**config.mk**
```make
export PLATFORM = sky130hd
export DESIGN_NAME = instruction_fetch_unit
export DESIGN_NICKNAME = d
export VERILOG_FILES = /design/src/rtl/cpu_pkg.sv /design/src/rtl/program_counter.sv /design/src/rtl/instruction_fetch_unit.sv
export SDC_FILE = /design/constraint.sdc
export NUM_CORES = 1
export LEC_CHECK = 0
export BUFFER_PORTS_ARGS = -buffer_cell sky130_fd_sc_hd__buf_2
export CORE_MARGIN = 5
export CORE_UTILIZATION = 47
export DETAILED_ROUTE_END_ITERATION = 12
export PLACE_DENSITY = 0.73
export SYNTH_ARGS = -nofsm -noshare
export SYNTH_HDL_FRONTEND = slang
export SYNTH_SLANG_ARGS = --single-unit
```
**constraint.sdc**
```tcl
create_clock -name clk -period 2.7 [get_ports clk]
set_input_delay 0.81 -clock clk [delete_from_list [all_inputs] [get_ports clk]]
set_output_delay 0.81 -clock clk [all_outputs]
set_load 0.03 [all_outputs]
```
**src/rtl/cpu_pkg.sv**
```systemverilog
// Shared definitions for the 20-bit CPU: datapath widths, opcodes and the
// fetch-stage state encoding.
package cpu_pkg;

  localparam int unsigned INSTR_W = 20;
  localparam int unsigned ADDR_W  = 10;
  localparam int unsigned OPC_W   = 5;

  localparam logic [OPC_W-1:0] OPC_HALT = 5'd0;

  typedef enum logic [2:0] {
    StIdle,
    StFetch,
    StValid,
    StDrain,
    StHalted
  } fetch_state_t;

endpackage

```
**src/rtl/program_counter.sv**
```systemverilog
// Architectural program counter with reset, load (redirect) and wrapping
// increment. Load takes priority over increment.
module program_counter #(
  parameter int unsigned ADDR_W   = 10,
  parameter int unsigned RESET_PC = 0
) (
  input  logic              i_clk,
  input  logic              i_rst_n,
  input  logic              i_load,
  input  logic [ADDR_W-1:0] i_load_addr,
  input  logic              i_incr,
  output logic [ADDR_W-1:0] o_pc
);

  localparam logic [ADDR_W-1:0] RstPc = ADDR_W'(RESET_PC);

  logic [ADDR_W-1:0] r_pc;

  always_ff @(posedge i_clk) begin
    if (!i_rst_n) begin
      r_pc <= RstPc;
    end else if (i_load) begin
      r_pc <= i_load_addr;
    end else if (i_incr) begin
      r_pc <= r_pc + ADDR_W'(1);
    end
  end

  assign o_pc = r_pc;

endmodule

```
**src/rtl/instruction_fetch_unit.sv**
```systemverilog
// Fetch stage: single-outstanding instruction memory reads, instruction
// register with valid/ready handoff to decode, redirect handling and halt.
module instruction_fetch_unit
  import cpu_pkg::*;
#(
  parameter int unsigned ADDR_W   = cpu_pkg::ADDR_W,
  parameter int unsigned INSTR_W  = cpu_pkg::INSTR_W,
  parameter int unsigned RESET_PC = 0
) (
  input  logic               clk,
  input  logic               rst_n,
  output logic               imem_req,
  output logic [ADDR_W-1:0]  imem_addr,
  input  logic [INSTR_W-1:0] imem_rdata,
  input  logic               imem_ack,
  output logic [INSTR_W-1:0] instruction,
  output logic [ADDR_W-1:0]  instr_pc,
  output logic               instr_valid,
  input  logic               instr_ready,
  input  logic               halt,
  input  logic               redirect,
  input  logic [ADDR_W-1:0]  redirect_addr,
  output logic               halted
);

  localparam logic [ADDR_W-1:0] RstPc = ADDR_W'(RESET_PC);

  fetch_state_t       r_state;
  logic [ADDR_W-1:0]  r_fetch_addr;
  logic [INSTR_W-1:0] r_ir;
  logic [ADDR_W-1:0]  r_instr_pc;
  logic               r_imem_req;
  logic               r_instr_valid;
  logic               r_halted;

  logic [ADDR_W-1:0]  w_pc;
  logic [ADDR_W-1:0]  w_instr_pc_inc;
  logic               w_pc_load;
  logic               w_pc_incr;

  // Redirects are honoured in every active state; IDLE and HALTED ignore them.
  assign w_pc_load = redirect &&
                     (r_state == StFetch || r_state == StValid || r_state == StDrain);
  assign w_pc_incr = (r_state == StValid) && instr_ready && !halt && !redirect;
  assign w_instr_pc_inc = r_instr_pc + ADDR_W'(1);

  program_counter #(
    .ADDR_W  (ADDR_W),
    .RESET_PC(RESET_PC)
  ) u_program_counter (
    .i_clk      (clk),
    .i_rst_n    (rst_n),
    .i_load     (w_pc_load),
    .i_load_addr(redirect_addr),
    .i_incr     (w_pc_incr),
    .o_pc       (w_pc)
  );

  always_ff @(posedge clk) begin
    if (!rst_n) begin
      r_state       <= StIdle;
      r_fetch_addr  <= RstPc;
      r_ir          <= '0;
      r_instr_pc    <= RstPc;
      r_imem_req    <= 1'b0;
      r_instr_valid <= 1'b0;
      r_halted      <= 1'b0;
    end else begin
      case (r_state)
        StIdle: begin
          r_fetch_addr <= w_pc;
          r_imem_req   <= 1'b1;
          r_state      <= StFetch;
        end

        StFetch: begin
          if (redirect) begin
            if (imem_ack) begin
              // Current read finished; restart immediately at the target.
              r_fetch_addr <= redirect_addr;
            end else begin
              r_state <= StDrain;
            end
          end else if (imem_ack) begin
            r_ir          <= imem_rdata;
            r_instr_pc    <= r_fetch_addr;
            r_imem_req    <= 1'b0;
            r_instr_valid <= 1'b1;
            r_state       <= StValid;
          end
        end

        StDrain: begin
          if (imem_ack) begin
            // A redirect in the ack cycle is the newest target.
            r_fetch_addr <= redirect ? redirect_addr : w_pc;
            r_state      <= StFetch;
          end
        end

        StValid: begin
          if (redirect) begin
            r_fetch_addr  <= redirect_addr;
            r_instr_valid <= 1'b0;
            r_imem_req    <= 1'b1;
            r_state       <= StFetch;
          end else if (instr_ready && halt) begin
            r_instr_valid <= 1'b0;
            r_halted      <= 1'b1;
            r_state       <= StHalted;
          end else if (instr_ready) begin
            r_fetch_addr  <= w_instr_pc_inc;
            r_instr_valid <= 1'b0;
            r_imem_req    <= 1'b1;
            r_state       <= StFetch;
          end
        end

        StHalted: begin
          r_imem_req    <= 1'b0;
          r_instr_valid <= 1'b0;
          r_halted      <= 1'b1;
        end

        default: begin
          r_imem_req    <= 1'b0;
          r_instr_valid <= 1'b0;
          r_state       <= StIdle;
        end
      endcase
    end
  end

  assign imem_req    = r_imem_req;
  assign imem_addr   = r_fetch_addr;
  assign instruction = r_ir;
  assign instr_pc    = r_instr_pc;
  assign instr_valid = r_instr_valid;
  assign halted      = r_halted;

endmodule

```
* Word level (Yosys, flattened, before mapping)
Cells that the tools add are included.
** Word-level totals
- Bits in registers :: 56
- Input port bits :: 36
- Output and inout bits :: 43
** Operators by class
- Bitwise gates (word level) :: 4
- Multiplexer cells :: 33
- Reductions and logical operators :: 20
- Add/sub/neg operators :: 2
- Eq/ne operators :: 15
** Operator list (count)
- 10-bit 2-to-1 mux :: 9
- 10-bit case mux with 4 select lines :: 1
- 3-bit 2-to-1 mux :: 7
- 10-bit by 1-bit adder with 10-bit output, second input constant :: 2
- 3-bit case mux with 5 select lines :: 1
- 1-bit 2-to-1 mux :: 12
- 3-bit != test, second input constant :: 4
- 2-bit != test, second input constant :: 5
- 5-bit AND reduction :: 2
- 3-bit by 2-bit == test with 1-bit output, second input constant :: 2
- 3-bit AND reduction :: 2
- 6-bit AND reduction :: 1
- 1-bit logical AND :: 5
- 4-bit by 3-bit != test with 1-bit output, second input constant :: 1
- 1-bit inverter :: 4
- 1-bit case mux with 4 select lines :: 1
- 4-bit AND reduction :: 1
- 2-bit nonzero test :: 2
- 4-bit nonzero test :: 1
- 3-bit by 1-bit == test with 1-bit output, second input constant :: 1
- 3-bit == test, second input constant :: 1
- 3-bit logical NOT :: 1
- 1-bit case mux with 3 select lines :: 1
- 1-bit logical NOT :: 2
- 4 further kinds :: 5

* Logic depth before layout (Yosys ltp)
Gate-level depths: netlist of the first run.
- Depth after elaboration :: 6
- Mapped depth :: 7
- Mapped depth without buffers :: 5

* Modules after synthesis
Synthesis of the first run repeated with hierarchy kept, for this count alone.
** Second synthesis, totals
- Cells, all modules :: 345
- Area total of the unflattened synthesis :: 2743.9 um2
** By module, submodules not included
- instruction_fetch_unit :: times used 1, cells each 280, area an instance 2203.4 um2
- program_counter :: times used 1, cells each 65, area an instance 540.5 um2

* Worst setup path before layout of the first run
No wires, ideal clock.
- Path type :: in2reg
- From :: in redirect
- To :: reg u_program_counter.r_pc[9], in the netlist u_program_counter.o_pc[9]
- Library setup time :: 74 ps
- Path slack :: 413 ps
- Buffers on the path :: 2
- Required time :: 2626 ps
- Arrival time :: 2212 ps
- Stages on the path :: 6
- Path through :: buf_2 -> or4b_4 -> buf_6 -> nor3_1 -> or3b_1 -> a31oi_1
** Between the ends
- Longest elaborated chain between the ends :: 3
- Elaborated cells between the ends (all ways) :: 5
- Classes of those cells :: mux (1); reduce/logical (4)
** Ends and longest elaborated chain
- start, declared :: line instruction_fetch_unit.sv:21 : input logic redirect,
- 1-bit logical NOT :: line instruction_fetch_unit.sv:44 : assign w_pc_incr = (r_state == StValid) && instr_ready && !halt && !redirect;
- 1-bit logical AND :: line instruction_fetch_unit.sv:44
- 2-bit nonzero test (no source line)
- end signal, assigned :: line program_counter.sv:21 : r_pc <= RstPc;
- end signal, assigned :: line program_counter.sv:23 : r_pc <= i_load_addr;
- end signal, assigned :: line program_counter.sv:25 : r_pc <= r_pc + ADDR_W'(1);
- end, declared :: line program_counter.sv:17 : logic [ADDR_W-1:0] r_pc;
Parallel ways exist; a longest one is shown, timed or not.
A chain may end at the register's enable or synchronous reset.

* Final worst setup path of the first run
- From :: reg r_state[0]
- To :: reg r_ir[19], in the netlist instruction[19]
** Between the ends
- Longest elaborated chain between the ends :: 2
** Ends and longest elaborated chain
- start, declared :: line instruction_fetch_unit.sv:28 : fetch_state_t r_state;
- start signal, assigned :: line instruction_fetch_unit.sv:61 : r_state <= StIdle;
- start signal, assigned :: line instruction_fetch_unit.sv:73 : r_state <= StFetch;
- start signal, assigned :: line instruction_fetch_unit.sv:82 : r_state <= StDrain;
- 3-bit by 1-bit == test with 1-bit output :: line instruction_fetch_unit.sv:69 : case (r_state)
- 3-bit AND reduction (no source line)
- end signal, assigned :: line instruction_fetch_unit.sv:85 : r_ir <= imem_rdata;
- end, declared :: line instruction_fetch_unit.sv:30 : logic [INSTR_W-1:0] r_ir;
No other way between the ends.

==> impl_metrics.py, run 1 <==
metrics = {
    "placement": {
        "io_buffer_count": 78,
        "post-place-ws_ns": 0.3247,
        "place_congestion": 0.8884,
        "hpwlAfterDp_um": 5818,
    },
    "sta": {
        "slew_headroom_pct": 55.82,
        "setup_violations": 0,
        "finalSetupTns_ns": 0,
        "hold_viol": 0,
        "setup_ws_ns": 0.6078,
        "post-route-period-util_pct": 77.49,
        "fmax_mhz": 478.0,
        "worstMarginPinSlew_ns": 0.6558,
        "rsz0062_at_grt": "false",
        "finalCriticalPeriod_ns": 2.092,
        "slew_viol_final": 0,
        "fin_skew_ns": 0.008282,
    },
    "detailed_routing": {
        "post-route-drc-count": 0,
        "route.antenna.remaining_nets": 0,
        "routed_wirelength_um": 8012,
        "dr_total_vias": 2937,
        "first_iter_violations": 169,
        "firstDrtPassIters": 5,
        "avgViaCountPerCell": 5.725,
        "wl_per_cell_um": 15.62,
    },
    "logic_synthesis": {
        "synth.top_cell.area_share_pct": 38.79,
        "synth_top_area_cell": "dfxtp_1",
        "synth_warnings": 0,
        "syn_inst": 371,
        "ys_async_sr_fraction_pct": 0,
        "synth_commonest_cells": "nand2_1 (81), dfxtp_1 (56), a21oi_1 (48)",
        "synth_edf_count": 0,
        "ys_types": 54,
        "synth_nets": 409,
        "synth_area_leaders": "dfxtp_1 (39%), nand2_1 (11%), a21oi_1 (8.3%)",
        "yosysMostFrequentCell": "nand2_1",
        "synth_area_per_cell_um2": 7.790,
        "syn_area_um2": 2890,
        "seq_area_frac_synth_pct": 38.79,
        "synth-seq-cells": 56,
        "synth_flop_cell": "dfxtp_1",
    },
    "critical_path": {
        "worstPathCellList": "buf_4 > nor4b_1 > and2_1 > buf_4 > nand2_1 > a21oi_1",
        "r2r_cells": 6,
        "crit_cells": 6,
        "critPathMaxFanout": 30,
        "crit_type": "reg2reg",
        "end_kind": "flop",
        "cpPeakStageDelay_ns": 0.72,
        "cpMostUsedCell": "buf_4",
        "cp_top_family": "flip-flops",
        "arrival_ns": 2.33,
        "critPathSlowestCell": "dfxtp_1",
        "cp.required_ns": 2.94,
        "cp-start-kind": "flop",
        "crit_buf_inv": 2,
    },
    "clock_network": {
        "h-tree-depth": 2,
        "cts.path.max_buffers": 2,
        "clock_sinks": 56,
        "ctsHoldBuffers": 0,
        "cts-root-buf": "clkbuf_8",
        "cts_buffers": 5,
        "cts_setup_buffers": 0,
        "cts_tree": "built",
        "cts_resized": 0,
        "clkTransAtPathRegs_ns": 0.10,
        "clock_latency_ns": 0.31,
    },
    "global_routing": {
        "grt_pass1_wl_um": 12690,
        "grt_max_degree": 48,
        "grt_use_total_pct": 20.54,
        "grt_pass1_vias": 2675,
        "overflow": 0,
        "antenna_found_initial": 0,
    },
    "die": {
        "die_x_um": 88.42,
        "ios": 79,
        "initial_utilization_pct": 48.53,
        "die_area_um2": 7818,
        "core_area_um2": 5956,
        "die_h_um": 88.42,
        "core.rowCount": 28,
    },
    "power": {
        "p_per_area_nw_per_um2": 510.5,
        "p_sw_uw": 555.8,
        "combPwrFrac_pct": 19.9,
        "p_int_uw": 1186,
        "max-vdd-ir-drop_v": 0.0002557,
        "p_seq_share_pct": 53.1,
        "leakage_uw": 0.001381,
        "sw_frac_of_total_pct": 31.91,
        "clkPwrFrac_pct": 27.0,
    },
    "finish": {
        "drive_gt1_share_pct": 23.29,
        "seq_area_um2": 1121,
        "antenna_cells": 0,
        "fin_nets": 475,
        "syn_to_final_growth_pct": 18.05,
        "fill_cells": 564,
        "multi_input_area_um2": 1607,
    },
    "status": {
        "status": "completed",
    },
    "hold_path": {
        "worst_hold_path_type": "reg2reg",
        "whs_path_depth": 2,
    },
    "flow_run": {
        "max_cap_violations": 0,
    },
}
[per-layer routing]
layer  global-route usage [%]  share of wire [%]  vias up
met5                        0                  0        -
met4                    6.456                1.7        0
met3                    5.028                6.9       13
met2                    34.53                 47       95
met1                    25.96                 44     1369
li1                         -                  -     1460
[flip-flops by register name, indices dropped and copies added (netlist names)]
| signal | cells |
|---|---|
| imem_addr | 10 |
| r_state | 3 |
| instruction | 20 |
| halted | 1 |
| imem_req | 1 |
| instr_pc | 10 |
| u_program_counter.o_pc | 10 |
| instr_valid | 1 |
[final timing paths]
path	start	to	slack (ns)
max	r_state[0]	instruction[19]	0.61
min	instruction[17]	instruction[17]	0.46
max reg2reg	r_state[0]	instruction[19]	0.61
min reg2reg	instruction[17]	instruction[17]	0.46
[cells by family (layout without fill, tap and decap cells)]
kind of cell	Yosys count	count (layout)	synth area share, %
AOI/OAI and AO/OA	120	120	27.06
DFF	56	56	38.79
xor gates and xnor gates	7	7	2.121
adders and majority gates	2	2	0.8657
and+or+nand+nor	146	146	24.85
buffers and inverters	38	105	5.628
muxes	2	2	0.6927
[power groups by stage]
stage	Clock [uW]	Combinational, uW	Sequential (uW)
final	470	346	925
after floorplan	0	183	990
after CTS	486	347	924
after global placement	0	342	941
after global routing	524	379	933
after detailed placement	0	346	943
[tightest hold or removal path: cells and delay by family, from the launching register on]
family / cells / cell delay, ns
flip-flops: 1 / 0.32
AND/OR/NAND/NOR: 1 / 0.05
AO/OA/AOI/OAI: 1 / 0.05
[cell type report]
class | count | area share, %
clock buffer | 5 | 2.017
clock inverter | 3 | 0.6601
inverter | 9 | 0.9901
multi-input combinational | 277 | 47.08
sequential | 56 | 32.86
tap | 75 | 2.750
timing repair buffer | 88 | 13.64
[cell usage in the layout, fill, tap and decap left out, types with 8 or more instances in the layout]
| master | instances |
|---|---|
| nand2_1 | 81 |
| buf_4 | 10 |
| a21oi_1 | 48 |
| dfxtp_1 | 56 |
| inv_1 | 9 |
| buf_2 | 78 |
| nor2_1 | 11 |
| o21ai_0 | 18 |
| nand2b_1 | 8 |
[metrics by stage]
stage          std cells  hold slack, ns  instance area (um^2)  total power (uW)  util [%]
4_1_cts              513          0.4613                  3412              1757     57.29
3_3_place_gp         505          0.4387                  3321              1283     55.76
3_5_place_dp         505          0.4459                  3321              1289     55.76
2_1_floorplan        371          0.4744                  2890              1173         -
5_1_grt              513          0.4733                  3412              1836     57.29
6_report             513          0.4558                  3412              1742     57.29
Note: power is estimated with default switching activity, not from simulation.
==> run 2, diff against run 1 <==
--- a/config.mk
+++ b/config.mk
@@ -9,7 +9,7 @@
 export CORE_MARGIN = 5
 export CORE_UTILIZATION = 47
 export DETAILED_ROUTE_END_ITERATION = 12
-export PLACE_DENSITY = 0.73
+export PLACE_DENSITY = 0.76
 export SYNTH_ARGS = -nofsm -noshare
 export SYNTH_HDL_FRONTEND = slang
 export SYNTH_SLANG_ARGS = --single-unit
==> constraint.sdc (replaced) <==
create_clock -name clk -period 1.8 [get_ports clk]
set_input_delay 0.54 -clock clk [delete_from_list [all_inputs] [get_ports clk]]
set_output_delay 0.54 -clock clk [all_outputs]
set_load 0.03 [all_outputs]
==> run 2 against run 1 <==
  * Maximum frequency up 23%
  * Clock skew is 0.0031 ns lower
  * Setup slack lost 0.51 ns
  * Utilization grew 4.6 points
  * Critical path depth decreased by 2
  * Highest routed layer unchanged
  * Largest power group unchanged
  * Global-route usage is 0.90 points higher
==> impl_metrics.py, run 2 (synthesis gave the netlist of run 1 again) <==
metrics = {
    "status": {
        "status": "completed",
    },
    "detailed_routing": {
        "routed_wirelength_um": 8220,
        "avgViaCountPerCell": 5.673,
        "dr_total_vias": 3069,
        "route.antenna.remaining_nets": 0,
        "firstDrtPassIters": 4,
        "first_iter_violations": 190,
        "post-route-drc-count": 0,
        "wl_per_cell_um": 15.19,
    },
    "die": {
        "core_area_um2": 5956,
        "initial_utilization_pct": 48.53,
        "core.rowCount": 28,
        "die_area_um2": 7818,
        "ios": 79,
        "die_h_um": 88.42,
        "die_x_um": 88.42,
    },
    "flow_run": {
        "max_cap_violations": 0,
    },
    "sta": {
        "finalCriticalPeriod_ns": 1.698,
        "setup_violations": 0,
        "worstMarginPinSlew_ns": 0.4609,
        "slew_headroom_pct": 68.95,
        "post-route-period-util_pct": 94.34,
        "rsz0062_at_grt": "false",
        "fmax_mhz": 588.9,
        "fin_skew_ns": 0.005175,
        "hold_viol": 0,
        "slew_viol_final": 0,
    },
    "clock_network": {
        "h-tree-depth": 2,
        "clkTransAtPathRegs_ns": 0.11,
        "ctsHoldBuffers": 0,
        "clock_sinks": 56,
        "cts.path.max_buffers": 2,
        "clock_latency_ns": 0.31,
        "cts_buffers": 5,
        "cts_tree": "built",
        "cts-root-buf": "clkbuf_8",
    },
    "finish": {
        "layout_commonest_cell": "nand2_1",
        "antenna_cells": 0,
        "fin_nets": 503,
        "finalNonFillerCells": 541,
        "utilization_pct": 61.93,
        "drive_gt1_share_pct": 28.54,
        "fill_cells": 553,
        "syn_to_final_growth_pct": 27.62,
        "largest_reg_flops": 20,
        "final_cell_mix": "nand2_1 (81), buf_2 (78), dfxtp_1 (56), a21oi_1 (48), buf_4 (34)",
    },
    "hold_path": {
        "worst_hold_path_type": "in2reg",
    },
    "global_routing": {
        "antenna_found_initial": 0,
        "grt_max_degree": 31,
        "overflow": 0,
        "grt_pass1_vias": 2932,
        "grt_use_total_pct": 21.43,
        "grt_pass1_wl_um": 13520,
    },
    "placement": {
        "io_buffer_count": 78,
        "placed_cells": 533,
        "hpwlAfterDp_um": 6123,
        "place_congestion": 0.9009,
    },
    "power": {
        "leakage_uw": 0.001536,
        "max-vdd-ir-drop_v": 0.0004543,
        "p_per_area_nw_per_um2": 731.3,
    },
    "critical_path": {
        "crit_type": "reg2reg",
        "cp_top_family": "simple AND/OR/NAND/NOR gates",
        "cp.required_ns": 2.05,
        "critPathSlowestCell": "or4b_4",
        "cp-start-kind": "flop",
        "worstPathCellList": "or4b_4 > nor3_1 > or3b_1 > a31oi_1",
        "cpPeakStageDelay_ns": 0.56,
        "arrival_ns": 1.95,
        "crit_buf_inv": 0,
        "critPathMaxFanout": 8,
        "end_kind": "flop",
    },
}
-- run 2: repair_timing --
item / CTS / global route
setup endpoints to repair: 0 / 31
buffers inserted: 0 / 0
resized for setup: 0 / 4
-- run 2: power breakdown --
part	internal (uW)	switching, uW	total (uW)	leakage [uW]
clock	280	434	714	0.0000485
combinational	250	360	610	0.00103
sequential	1310	63.6	1370	0.000457
-- run 2: routing by layer --
layer	share of wire, %	track usage [%]	vias up
met4	1.7	6.456	0
li1	-	-	1511
met2	47	36.10	102
met5	0	0	-
met3	7.5	3.911	14
met1	44	27.97	1442
-- run 2: per-stage QoR --
step                setup WS [ns]  power (uW)  instance area (um^2)  setup TNS, ns  hold slack, ns
floorplan                 -0.1596        1763                  2902        -0.3472          0.4752
global placement          -0.1506        1991                  3581         -1.365          0.4380
detailed placement        -0.2905        2003                  3581         -2.923          0.4451
CTS                       0.01810        2708                  3672              0          0.4499
global route              0.01079        2831                  3689              0          0.4478
finish                     0.1019        2697                  3689              0          0.4495
-- run 2: layout make-up --
class	instances	area, um^2	share of cell area, %
Tap cell	75	93.84	2.544
Multi-Input combinational cell	277	1623	44.00
Inverter	9	33.78	0.9159
Clock buffer	5	68.82	1.866
Sequential cell	56	1121	30.39
Timing Repair Buffer	116	725.7	19.67
Clock inverter	3	22.52	0.6106
-- run 2: path summary, 6_finish.rpt --
kind | start | slack, ns | end | cells past startpoint
worst max-delay path | r_state[1] | 0.10 | u_program_counter.o_pc[9] | 4
worst min-delay path | imem_rdata[18] | 0.45 | instruction[18] | 3
worst max register to register | r_state[1] | 0.10 | u_program_counter.o_pc[9] | 4
worst min register to register | instruction[0] | 0.46 | instruction[0] | 2
-- run 2: worst register-to-register path, cell delays in order (launching register included) --
cell and delay (ns):
dfxtp_1 0.43, or4b_4 0.56, nor3_1 0.14, or3b_1 0.36
a31oi_1 0.15
